**config.mk**
```make
export PLATFORM = sky130hd
export DESIGN_NAME = dynamic_dequantization_flat
export DESIGN_NICKNAME = d
export VERILOG_FILES = /design/src/rtl/dynamic_dequantization_if.sv /design/src/rtl/dynamic_dequantization.sv /design/src/flat_wrapper.sv
export SDC_FILE = /design/constraint.sdc
export NUM_CORES = 2
export LEC_CHECK = 0
export ABC_AREA = 1
export BUFFER_PORTS_ARGS = -buffer_cell sky130_fd_sc_hd__buf_2
export CORE_ASPECT_RATIO = 0.6
export CORE_MARGIN = 10
export CORE_UTILIZATION = 60
export CTS_CLUSTER_SIZE = 10
export DETAILED_ROUTE_END_ITERATION = 8
export PLACE_DENSITY = 0.81
export SLEW_MARGIN = 25
export SYNTH_ARGS = -nofsm -noshare
export SYNTH_HDL_FRONTEND = slang
export SYNTH_SLANG_ARGS = --single-unit
```
**constraint.sdc**
```tcl
create_clock -name clk -period 31.8 [get_ports clk]
set_input_delay 3.18 -clock clk [delete_from_list [all_inputs] [get_ports clk]]
set_output_delay 3.18 -clock clk [all_outputs]
set_load 0.01 [all_outputs]
```
**src/rtl/dynamic_dequantization_if.sv**
```systemverilog
// Stream bundle for the dequantizer: packed-lane input word with per-word
// precision/scale/shift, and a one-value-per-cycle int32 output stream.
interface dynamic_dequantization_if #(
  parameter int unsigned SCALE_W = 16,
  parameter int unsigned SHIFT_W = 5
);
  logic                      in_valid;
  logic                      in_ready;
  logic [31:0]               in_data;
  logic [15:0]               in_precision;
  logic signed [SCALE_W-1:0] in_scale;
  logic [SHIFT_W-1:0]        in_shift;
  logic                      out_valid;
  logic                      out_ready;
  logic [31:0]               out_data;
  logic                      out_last;
  logic                      err;

  modport master (
    output in_valid, in_data, in_precision, in_scale, in_shift, out_ready,
    input  in_ready, out_valid, out_data, out_last, err
  );

  modport slave (
    input  in_valid, in_data, in_precision, in_scale, in_shift, out_ready,
    output in_ready, out_valid, out_data, out_last, err
  );
endinterface

```
**src/rtl/dynamic_dequantization.sv**
```systemverilog
// Streaming dequantizer: unpacks int32/int16/int8 lanes from a word, scales,
// rounds, shifts and saturates each lane to int32, one lane per cycle.
module dynamic_dequantization #(
  parameter int unsigned SCALE_W = 16,
  parameter int unsigned SHIFT_W = 5
) (
  input logic                     clk,
  input logic                     rst,
  dynamic_dequantization_if.slave bus
);
  localparam int unsigned ProdW = 32 + SCALE_W;

  typedef enum logic [0:0] {StIdle, StUnpack} state_e;

  state_e                    r_state, w_state_d;
  logic [31:0]               r_data;
  logic [1:0]                r_last_idx;
  logic signed [SCALE_W-1:0] r_scale;
  logic [SHIFT_W-1:0]        r_shift;
  logic [1:0]                r_lane, w_lane_d;
  logic                      r_out_valid, w_out_valid_d;
  logic [31:0]               r_out_data, w_out_data_d;
  logic                      r_out_last, w_out_last_d;
  logic                      r_err, w_err_d;

  logic                      w_prec_ok;
  logic [1:0]                w_prec_last_idx;
  logic                      w_in_ready, w_fire, w_accept, w_out_free, w_load, w_is_last;
  logic                      w_from_input;
  logic [31:0]               w_src_data;
  logic [1:0]                w_src_last_idx, w_src_lane;
  logic signed [SCALE_W-1:0] w_src_scale;
  logic [SHIFT_W-1:0]        w_src_shift;
  logic signed [31:0]        w_x;
  logic signed [ProdW-1:0]   w_prod, w_half, w_rnd, w_shr;
  logic [31:0]               w_res;

  // Lane count is kept as the index of the last lane: 0/1/3 for int32/int16/int8.
  always_comb begin
    w_prec_ok       = 1'b1;
    w_prec_last_idx = 2'd0;
    case (bus.in_precision)
      16'h0001: w_prec_last_idx = 2'd0;
      16'h0002: w_prec_last_idx = 2'd1;
      16'h0004: w_prec_last_idx = 2'd3;
      default:  w_prec_ok       = 1'b0;
    endcase
  end

  assign w_out_free   = !r_out_valid || bus.out_ready;
  assign w_from_input = (r_state == StIdle);
  assign w_in_ready   = !rst && (w_from_input || (w_out_free && (r_lane == r_last_idx)));
  assign w_fire       = bus.in_valid && w_in_ready;
  assign w_accept     = w_fire && w_prec_ok;

  // In IDLE, lane 0 of an arriving word bypasses the buffer for one-cycle latency.
  always_comb begin
    w_src_data     = r_data;
    w_src_last_idx = r_last_idx;
    w_src_lane     = r_lane;
    w_src_scale    = r_scale;
    w_src_shift    = r_shift;
    w_load         = w_out_free;
    if (w_from_input) begin
      w_src_data     = bus.in_data;
      w_src_last_idx = w_prec_last_idx;
      w_src_lane     = 2'd0;
      w_src_scale    = bus.in_scale;
      w_src_shift    = bus.in_shift;
      w_load         = w_accept && w_out_free;
    end
  end

  assign w_is_last = (w_src_lane == w_src_last_idx);

  always_comb begin
    unique case (w_src_last_idx)
      2'd0:    w_x = w_src_data;
      2'd1:    w_x = 32'($signed(w_src_data[{w_src_lane[0], 4'b0000} +: 16]));
      default: w_x = 32'($signed(w_src_data[{w_src_lane, 3'b000} +: 8]));
    endcase
  end

  always_comb begin
    w_prod = w_x * w_src_scale;
    w_half = ProdW'(1) << (w_src_shift - 1'b1);
    w_rnd  = (w_src_shift != '0) ? (w_prod + w_half) : w_prod;
    w_shr  = w_rnd >>> w_src_shift;
    if ((w_shr[ProdW-1:31] == '0) || (w_shr[ProdW-1:31] == '1)) begin
      w_res = w_shr[31:0];
    end else begin
      w_res = w_shr[ProdW-1] ? 32'h8000_0000 : 32'h7FFF_FFFF;
    end
  end

  always_comb begin
    w_state_d     = r_state;
    w_lane_d      = r_lane;
    w_out_valid_d = r_out_valid;
    w_out_data_d  = r_out_data;
    w_out_last_d  = r_out_last;
    w_err_d       = w_fire && !w_prec_ok;
    if (w_load) begin
      w_out_valid_d = 1'b1;
      w_out_data_d  = w_res;
      w_out_last_d  = w_is_last;
    end else if (bus.out_ready) begin
      w_out_valid_d = 1'b0;
    end
    unique case (r_state)
      StIdle: begin
        if (w_accept && !(w_load && w_is_last)) begin
          w_state_d = StUnpack;
          w_lane_d  = w_load ? 2'd1 : 2'd0;
        end
      end
      StUnpack: begin
        if (w_load) begin
          if (w_is_last) begin
            w_state_d = w_accept ? StUnpack : StIdle;
            w_lane_d  = 2'd0;
          end else begin
            w_lane_d = r_lane + 2'd1;
          end
        end
      end
      default: w_state_d = StIdle;
    endcase
  end

  always_ff @(posedge clk) begin
    if (rst) begin
      r_state     <= StIdle;
      r_lane      <= 2'd0;
      r_data      <= '0;
      r_last_idx  <= 2'd0;
      r_scale     <= '0;
      r_shift     <= '0;
      r_out_valid <= 1'b0;
      r_out_data  <= '0;
      r_out_last  <= 1'b0;
      r_err       <= 1'b0;
    end else begin
      r_state     <= w_state_d;
      r_lane      <= w_lane_d;
      r_out_valid <= w_out_valid_d;
      r_out_data  <= w_out_data_d;
      r_out_last  <= w_out_last_d;
      r_err       <= w_err_d;
      if (w_accept) begin
        r_data     <= bus.in_data;
        r_last_idx <= w_prec_last_idx;
        r_scale    <= bus.in_scale;
        r_shift    <= bus.in_shift;
      end
    end
  end

  assign bus.in_ready  = w_in_ready;
  assign bus.out_valid = r_out_valid;
  assign bus.out_data  = r_out_data;
  assign bus.out_last  = r_out_last;
  assign bus.err       = r_err;
endmodule

```
**src/flat_wrapper.sv**
```systemverilog
// flat-port wrapper written by rule: the top's interface ports become plain ports
module dynamic_dequantization_flat 
#(
  parameter int unsigned SCALE_W = 16,
  parameter int unsigned SHIFT_W = 5
)
  (clk, rst, bus_in_valid, bus_in_data, bus_in_precision, bus_in_scale, bus_in_shift, bus_out_ready, bus_in_ready, bus_out_valid, bus_out_data, bus_out_last, bus_err);
  dynamic_dequantization_if #(.SCALE_W(SCALE_W), .SHIFT_W(SHIFT_W)) bus_i ();
  input logic clk;
  input logic rst;
  input wire logic [$bits(bus_i.in_valid)-1:0] bus_in_valid;
  input wire logic [$bits(bus_i.in_data)-1:0] bus_in_data;
  input wire logic [$bits(bus_i.in_precision)-1:0] bus_in_precision;
  input wire logic [$bits(bus_i.in_scale)-1:0] bus_in_scale;
  input wire logic [$bits(bus_i.in_shift)-1:0] bus_in_shift;
  input wire logic [$bits(bus_i.out_ready)-1:0] bus_out_ready;
  output wire logic [$bits(bus_i.in_ready)-1:0] bus_in_ready;
  output wire logic [$bits(bus_i.out_valid)-1:0] bus_out_valid;
  output wire logic [$bits(bus_i.out_data)-1:0] bus_out_data;
  output wire logic [$bits(bus_i.out_last)-1:0] bus_out_last;
  output wire logic [$bits(bus_i.err)-1:0] bus_err;
  assign bus_i.in_valid = bus_in_valid;
  assign bus_i.in_data = bus_in_data;
  assign bus_i.in_precision = bus_in_precision;
  assign bus_i.in_scale = bus_in_scale;
  assign bus_i.in_shift = bus_in_shift;
  assign bus_i.out_ready = bus_out_ready;
  assign bus_in_ready = bus_i.in_ready;
  assign bus_out_valid = bus_i.out_valid;
  assign bus_out_data = bus_i.out_data;
  assign bus_out_last = bus_i.out_last;
  assign bus_err = bus_i.err;
  dynamic_dequantization #(.SCALE_W(SCALE_W), .SHIFT_W(SHIFT_W)) u_core (.clk(clk), .rst(rst), .bus(bus_i));
endmodule
```
# [Word level (Yosys, flattened, before mapping)]
# Index checks and enable logic that the tools add are counted.
[op_classes] add_sub_neg=3 n_mul=1 div_mod_pow=0 n_lt_le_gt_ge=0 eq_ne=9 n_shift=4 muxes=24 bitwise_logic=1 n_reduce_logical=21
[ops] op="two-way mux 32 bit" count=3
[ops] op="one-hot mux 32 bit (2 select lines)" count=1
[ops] op="adder 48 bit" count=1
[ops] op="multiplier 32 x 16 -> 48 bit" count=1
[ops] op="two-way mux 48 bit" count=1
[ops] op="left shift 1 x 5 -> 48 bit, first input constant" count=1
[ops] op=">>> shifter 48 x 5 -> 48 bit" count=1
[ops] op="indexed part select 32 x 6 -> 16 bit" count=1
[ops] op="indexed part select 32 x 6 -> 8 bit" count=1
[ops] op="== test 17 bit, second input constant" count=1
[ops] op="logical NOT 17 bit" count=1
[ops] op="== test 16 x 1 -> 1 bit, second input constant" count=1
[ops] op="== test 16 x 2 -> 1 bit, second input constant" count=1
[ops] op="== test 16 x 3 -> 1 bit, second input constant" count=1
[ops] op="two-way mux 16 bit" count=1
[ops] op="two-way mux 2 bit" count=5
[ops] op="two-way mux 1 bit" count=9
[ops] op="logical AND 1 bit" count=8
[ops] op="one-hot mux 2 bit (2 select lines)" count=2
[ops] op="two-way mux 5 bit" count=1
[ops] op="nonzero test 5 bit" count=1
[ops] op="subtractor 5 x 1 -> 5 bit, second input constant" count=1
[ops] op="== test 2 bit" count=2
[ops] op="logical NOT 1 bit" count=4
[ops] op="10 further kinds" count=13
[totals] ff_bits=93 latchBits=0 mem_bits_rw=0 mem_bits_ro=0 input_bits=73 out_inout_bits=36 n_memories=0

# [Logic depth before layout (Yosys ltp)]
[depth] word_depth=14 mapped_depth=66

# [Worst setup path after synthesis]
# No wires, ideal clock.
[synth_timing] path_type="input -> register" startpoint="input port bus_in_precision[15]" endpoint="register u_core.r_out_data[0], in the netlist u_core.bus.out_data[0]" t_arrival_ns=12.171 required_ns=31.683 setup_slack_ns=19.512 stages=56 n_path_buf=3 path_cell_list="nor4_1 -> and2_1 -> inv_1 -> nor3_1 -> inv_1 -> o21ai_0 -> clkbuf_1 -> a31oi_1 -> clkbuf_1 -> a21oi_1 -> inv_1 -> nor2_1 -> fa_1 -> fa_1 -> inv_1 -> fa_1 -> inv_1 -> fa_1 -> (+20 left out) -> nand4_1 -> nand2_1 -> nand3_1 -> nand2_1 -> nand3_1 -> nand2_1 -> nand2_1 -> nand3_1 -> nand3_1 -> o21ai_0 -> nand2_1 -> nor2_1 -> nand2_1 -> nand2_1 -> nand2_2 -> buf_6 -> nor2_1 -> nor2_1"
[synth_via] elab_chain_cells=12 elab_cells_between_ends=22 classes_between="add/sub (1); mul (1); eq/ne (5); shift (1); mux (8); reduce/logical (6)"
[synth_rtl] element="start, declared" line_no="flat_wrapper.sv:13" text="input wire logic [$bits(bus_i.in_precision)-1:0] bus_in_precision;"
[synth_rtl] element="== test 16 x 3 -> 1 bit or == test 16 x 2 -> 1 bit (tied branches)" line_no="dynamic_dequantization.sv:42" text="case (bus.in_precision)"
[synth_rtl] element="one-hot mux 2 bit (2 select lines)" line_no="dynamic_dequantization.sv:42"
[synth_rtl] element="two-way mux 2 bit" line_no="dynamic_dequantization.sv:64" text="if (w_from_input) begin"
[synth_rtl] element="== test 2 x 1 -> 1 bit or logical NOT 2 bit (tied branches)" line_no="dynamic_dequantization.sv:77" text="unique case (w_src_last_idx)"
[synth_rtl] element="one-hot mux 32 bit (2 select lines)" line_no="dynamic_dequantization.sv:77"
[synth_rtl] element="multiplier 32 x 16 -> 48 bit" line_no="dynamic_dequantization.sv:85" text="w_prod = w_x * w_src_scale;"
[synth_rtl] element="adder 48 bit" line_no="dynamic_dequantization.sv:87" text="w_rnd = (w_src_shift != '0) ? (w_prod + w_half) : w_prod;"
[synth_rtl] element="two-way mux 48 bit" line_no="dynamic_dequantization.sv:87"
[synth_rtl] element=">>> shifter 48 x 5 -> 48 bit" line_no="dynamic_dequantization.sv:88" text="w_shr = w_rnd >>> w_src_shift;"
[synth_rtl] element="== test 17 bit or logical NOT 17 bit (tied branches)" line_no="dynamic_dequantization.sv:89" text="if ((w_shr[ProdW-1:31] == '0) || (w_shr[ProdW-1:31] == '1)) begin"
[synth_rtl] element="logical OR 1 bit" line_no="dynamic_dequantization.sv:89"
[synth_rtl] element="two-way mux 32 bit" line_no="dynamic_dequantization.sv:89"
[synth_rtl] element="end signal, assigned" line_no="dynamic_dequantization.sv:147" text="r_out_data <= w_out_data_d;"
[synth_rtl] element="end, declared" line_no="dynamic_dequantization.sv:22" text="logic [31:0] r_out_data, w_out_data_d;"
# Several ways; a longest one is shown, not always the timed one.
# A chain may end at the register's enable or synchronous reset.

# [Worst setup path in the final report]
[layout_timing] startpoint="input port bus_in_precision[9]" endpoint="register u_core.r_out_data[3], in the netlist u_core.bus.out_data[3]"
# Same word-level chain as after synthesis.

==> flow_results.org <==
** Critical path
- Delay of the slowest cell on the worst path :: 0.82 ns
- FF-to-FF path depth :: 49
- Startpoint kind of the worst setup timing path :: input pin
- End point of the critical path :: u_core.bus.out_data[3]
- Along the worst path, the maximum fanout reaches 31.
- Crit Reg-Reg Endpoint :: u_core.bus.out_data[3]
- For this design, the slowest cell found on the critical path is sky130_fd_sc_hd__fa_1.
- Most used cell, CP :: sky130_fd_sc_hd__nand2_1
- Minimum setup slack among reg-to-reg paths :: 18.86 ns
- Data arrival time of the critical path :: 15.21 ns
- Crit path launch :: bus_in_precision[9]
- The critical path is of the input pin to flop type.
- Source of the worst register-to-register timing path :: u_core.r_state
- STA classifies the critical path endpoint as a flop.
- For the worst setup path, the data required time is 32.09 ns.

** Timing
- Static timing analysis puts the maximum clock frequency at 67.0 MHz.
- Post-route clock skew :: 0.0164 ns
- Post-route minimum period :: 14.91 ns
- Number of setup violations in the final report :: 0
- Final worst path period share :: 0.469
- Setup repair after global routing left no endpoint under its margin.
- The max-slew violation count is 0.
- Relative slew slack :: 0.335
- At the pin with the least slew margin, the transition time is 0.994 ns.
- Total count of hold-check failures in the final report :: 0
- Accumulated negative setup slack :: 0 ns

** Die
- In this run the horizontal extent of the chip is 307 um.
- Ports placed on the boundary :: 109
- Die height :: 192 um
- Number of placement rows :: 62
- The floorplan step defined a die boundary enclosing 58,900 um^2.
- The floorplan step defined a core boundary enclosing 48,300 um^2.
- The initial utilization of the core area, before any placement, comes to 0.613.

** Global route
- Final global-route overflow total :: 0
- Global-route wire length before repair :: 160,000 um
- Initial antenna violation count :: 1
- Overall fraction of global-route tracks in use :: 0.346
- Entering global routing, the biggest net connects 82 pins.
- Number of global-route vias before repair :: 27,700

** Layout
- Most frequent standard cell in the layout excluding fill and tap cells :: sky130_fd_sc_hd__nand2_1
- Of the cells placed in the final design, the portion with a size suffix greater than 1 is 0.0587.
- Final nets :: 5,200
- Leaving out fill and tap cells, the most frequent cells in the layout are sky130_fd_sc_hd__nand2_1, sky130_fd_sc_hd__inv_1, sky130_fd_sc_hd__nor2_1, sky130_fd_sc_hd__fa_1, sky130_fd_sc_hd__nand3_1.
- Area Growth Syn to Fin :: 4.62%

** Clock network
- H-tree levels :: 3
- The clock net in this run drives a total of 93 sinks.
- Setup bufs post-CTS :: 0
- Clk pin slew, worst setup/hold paths :: 0.07 ns
- CTS tree :: yes
- The clock reaches the later pin of the worst-skew pair after 0.37 ns.
- Clock Root Buffer :: sky130_fd_sc_hd__clkbuf_16
- Post-CTS Resized :: 0
- TritonCTS created 9 clock buffers.
- After clock tree synthesis, the flow added hold-fix buffers numbering 0.
- Number of buffers on the longest clock path :: 2

** Drt
- Total number of vias :: 29,400
- Using the TritonRoute via totals, the vias-per-cell ratio works out to 5.73.
- DRC viols :: 0
- Post-detailed-route wirelength per cell :: 19.6 um
- Once detail routing completed, the nets flagged for antenna violations numbered 0.
- First drt pass iteration count :: 7
- Total wire length after detailed routing :: 101,000 um
- Number of DRC markers in iteration 0 :: 3,972

** Placement
- Final RePlAce weighted congestion :: 1.04
- After legalization and detailed placement, the total HPWL measured 84,100 um.
- Buffers placed on the I/O ports in this run total 108.

** Synth
- Number of cells produced by synthesis :: 4,489
- The synthesized netlist occupies a cell area of 29,600 um^2.
- In the synthesized netlist the async set-or-reset flop fraction comes to 0.
- Sequential share of the synthesized area :: 0.0629
- Synth unique cells :: 51
- Synthesized area per cell :: 6.59 um^2
- Ys Warns :: 0
- Syn nets :: 5,199
- Among all flip-flop cells after synthesis, the most frequent one is sky130_fd_sc_hd__dfxtp_1.
- Seq cells post-synth :: 93
- EDFF count, synth :: 0

** Flow run
- The tool flagged a number of max-cap violations equal to 0.

** Outcome
- The flow ran to the end, and the final reports show no timing, DRC or antenna violations.

** Hold path
- The worst hold path belongs to the class flop to flop.
[cells in the mapped netlist, drive strengths merged, types with 2 or more instances]
library cell / instances / area share
a211oi: 2 / 0.00051
a21boi: 5 / 0.0013
a21o: 3 / 0.00076
a21oi: 159 / 0.031
a31o: 3 / 0.00089
a31oi: 9 / 0.0019
a32oi: 3 / 0.00089
and2: 3 / 0.00063
and3: 2 / 0.00042
buf: 44 / 0.0088
clkbuf: 117 / 0.015
clkinv: 10 / 0.0013
dfxtp: 93 / 0.063
fa: 487 / 0.33
ha: 150 / 0.063
inv: 921 / 0.12
mux2i: 16 / 0.0054
nand2: 1195 / 0.15
nand3: 267 / 0.046
nand3b: 2 / 0.00051
nand4: 30 / 0.0063
nor2: 552 / 0.071
nor3: 21 / 0.0037
nor4: 7 / 0.0015
o211ai: 17 / 0.0043
o21ai: 266 / 0.046
o21bai: 9 / 0.0024
or2: 24 / 0.0051
xnor2: 25 / 0.0074
xor2: 41 / 0.012
[cell families after synthesis]
kind of cell	count (synthesis)	synth area share
XOR/XNOR	66	0.0195
AO/OA/AOI/OAI	482	0.0910
multiplexers	16	0.00541
buffers and inverters	1092	0.142
flip-flops	93	0.0629
AND/OR/NAND/NOR	2103	0.287
adder cells (fa/ha/maj)	637	0.393
[critical path: cells and delay by family]
kind	cells	cell delay (ns)
AOI/OAI and AO/OA	5	1.16
xor gates and xnor gates	1	0.29
and+or+nand+nor	31	5.66
buffers and inverters	8	0.99
adders and majority gates	8	3.87
[worst min path at each step]
stage	cells past startpoint	startpoint	end	slack [ns]
after floorplan	2	u_core.r_data[15]	u_core.r_data[15]	0.44
after global placement	2	u_core.bus.out_data[31]	u_core.bus.out_data[31]	0.46
after detailed placement	2	u_core.bus.out_last	u_core.bus.out_last	0.46
after CTS	2	u_core.bus.out_data[31]	u_core.bus.out_data[31]	0.47
after global routing	2	u_core.bus.out_data[31]	u_core.bus.out_data[31]	0.50
final	2	u_core.bus.out_data[31]	u_core.bus.out_data[31]	0.47
[flip-flops by register name (all words and copies together), names as in the netlist]
name / flops
u_core.bus.out_data: 32
u_core.r_state: 1
u_core.r_data: 32
u_core.bus.out_valid: 1
u_core.bus.err: 1
u_core.r_shift: 5
u_core.r_last_idx: 2
u_core.bus.out_last: 1
u_core.r_lane: 2
u_core.r_scale: 16
[layout make-up]
class                           instances  area [um^2]
Antenna cell                            4         10.0
Multi-Input combinational cell       3304        23600
Sequential cell                        93         1870
Clock buffer                            9          225
Inverter                              931         3490
Fill cell                            4508        17400
Clock inverter                          7         76.3
Timing Repair Buffer                  151          876
Tap cell                              640          801
[metrics by stage]
stage | setup WS (ns) | hold WS [ns] | cell area [um^2] | instances | util
floorplan | 19.51 | 0.444 | 29600 | 4489 | -
global placement | 16.98 | 0.455 | 30600 | 5118 | 0.634
detailed placement | 16.97 | 0.455 | 30700 | 5119 | 0.634
CTS | 17.30 | 0.471 | 31000 | 5135 | 0.641
global route | 16.08 | 0.497 | 31000 | 5135 | 0.641
finish | 16.89 | 0.470 | 31000 | 5139 | 0.641
[metal layers]
metal / up-vias / GRT usage / part of all wire
li1: 13500 / - / -
met1: 13700 / 0.506 / 0.43
met2: 2064 / 0.436 / 0.36
met3: 164 / 0.186 / 0.19
met4: 4 / 0.0603 / 0.021
met5: - / 0.0158 / 0.0010
Power is left out: the tool's default activity adds up to more than one toggle a clock period on the data nets, which glitch-free logic cannot reach.
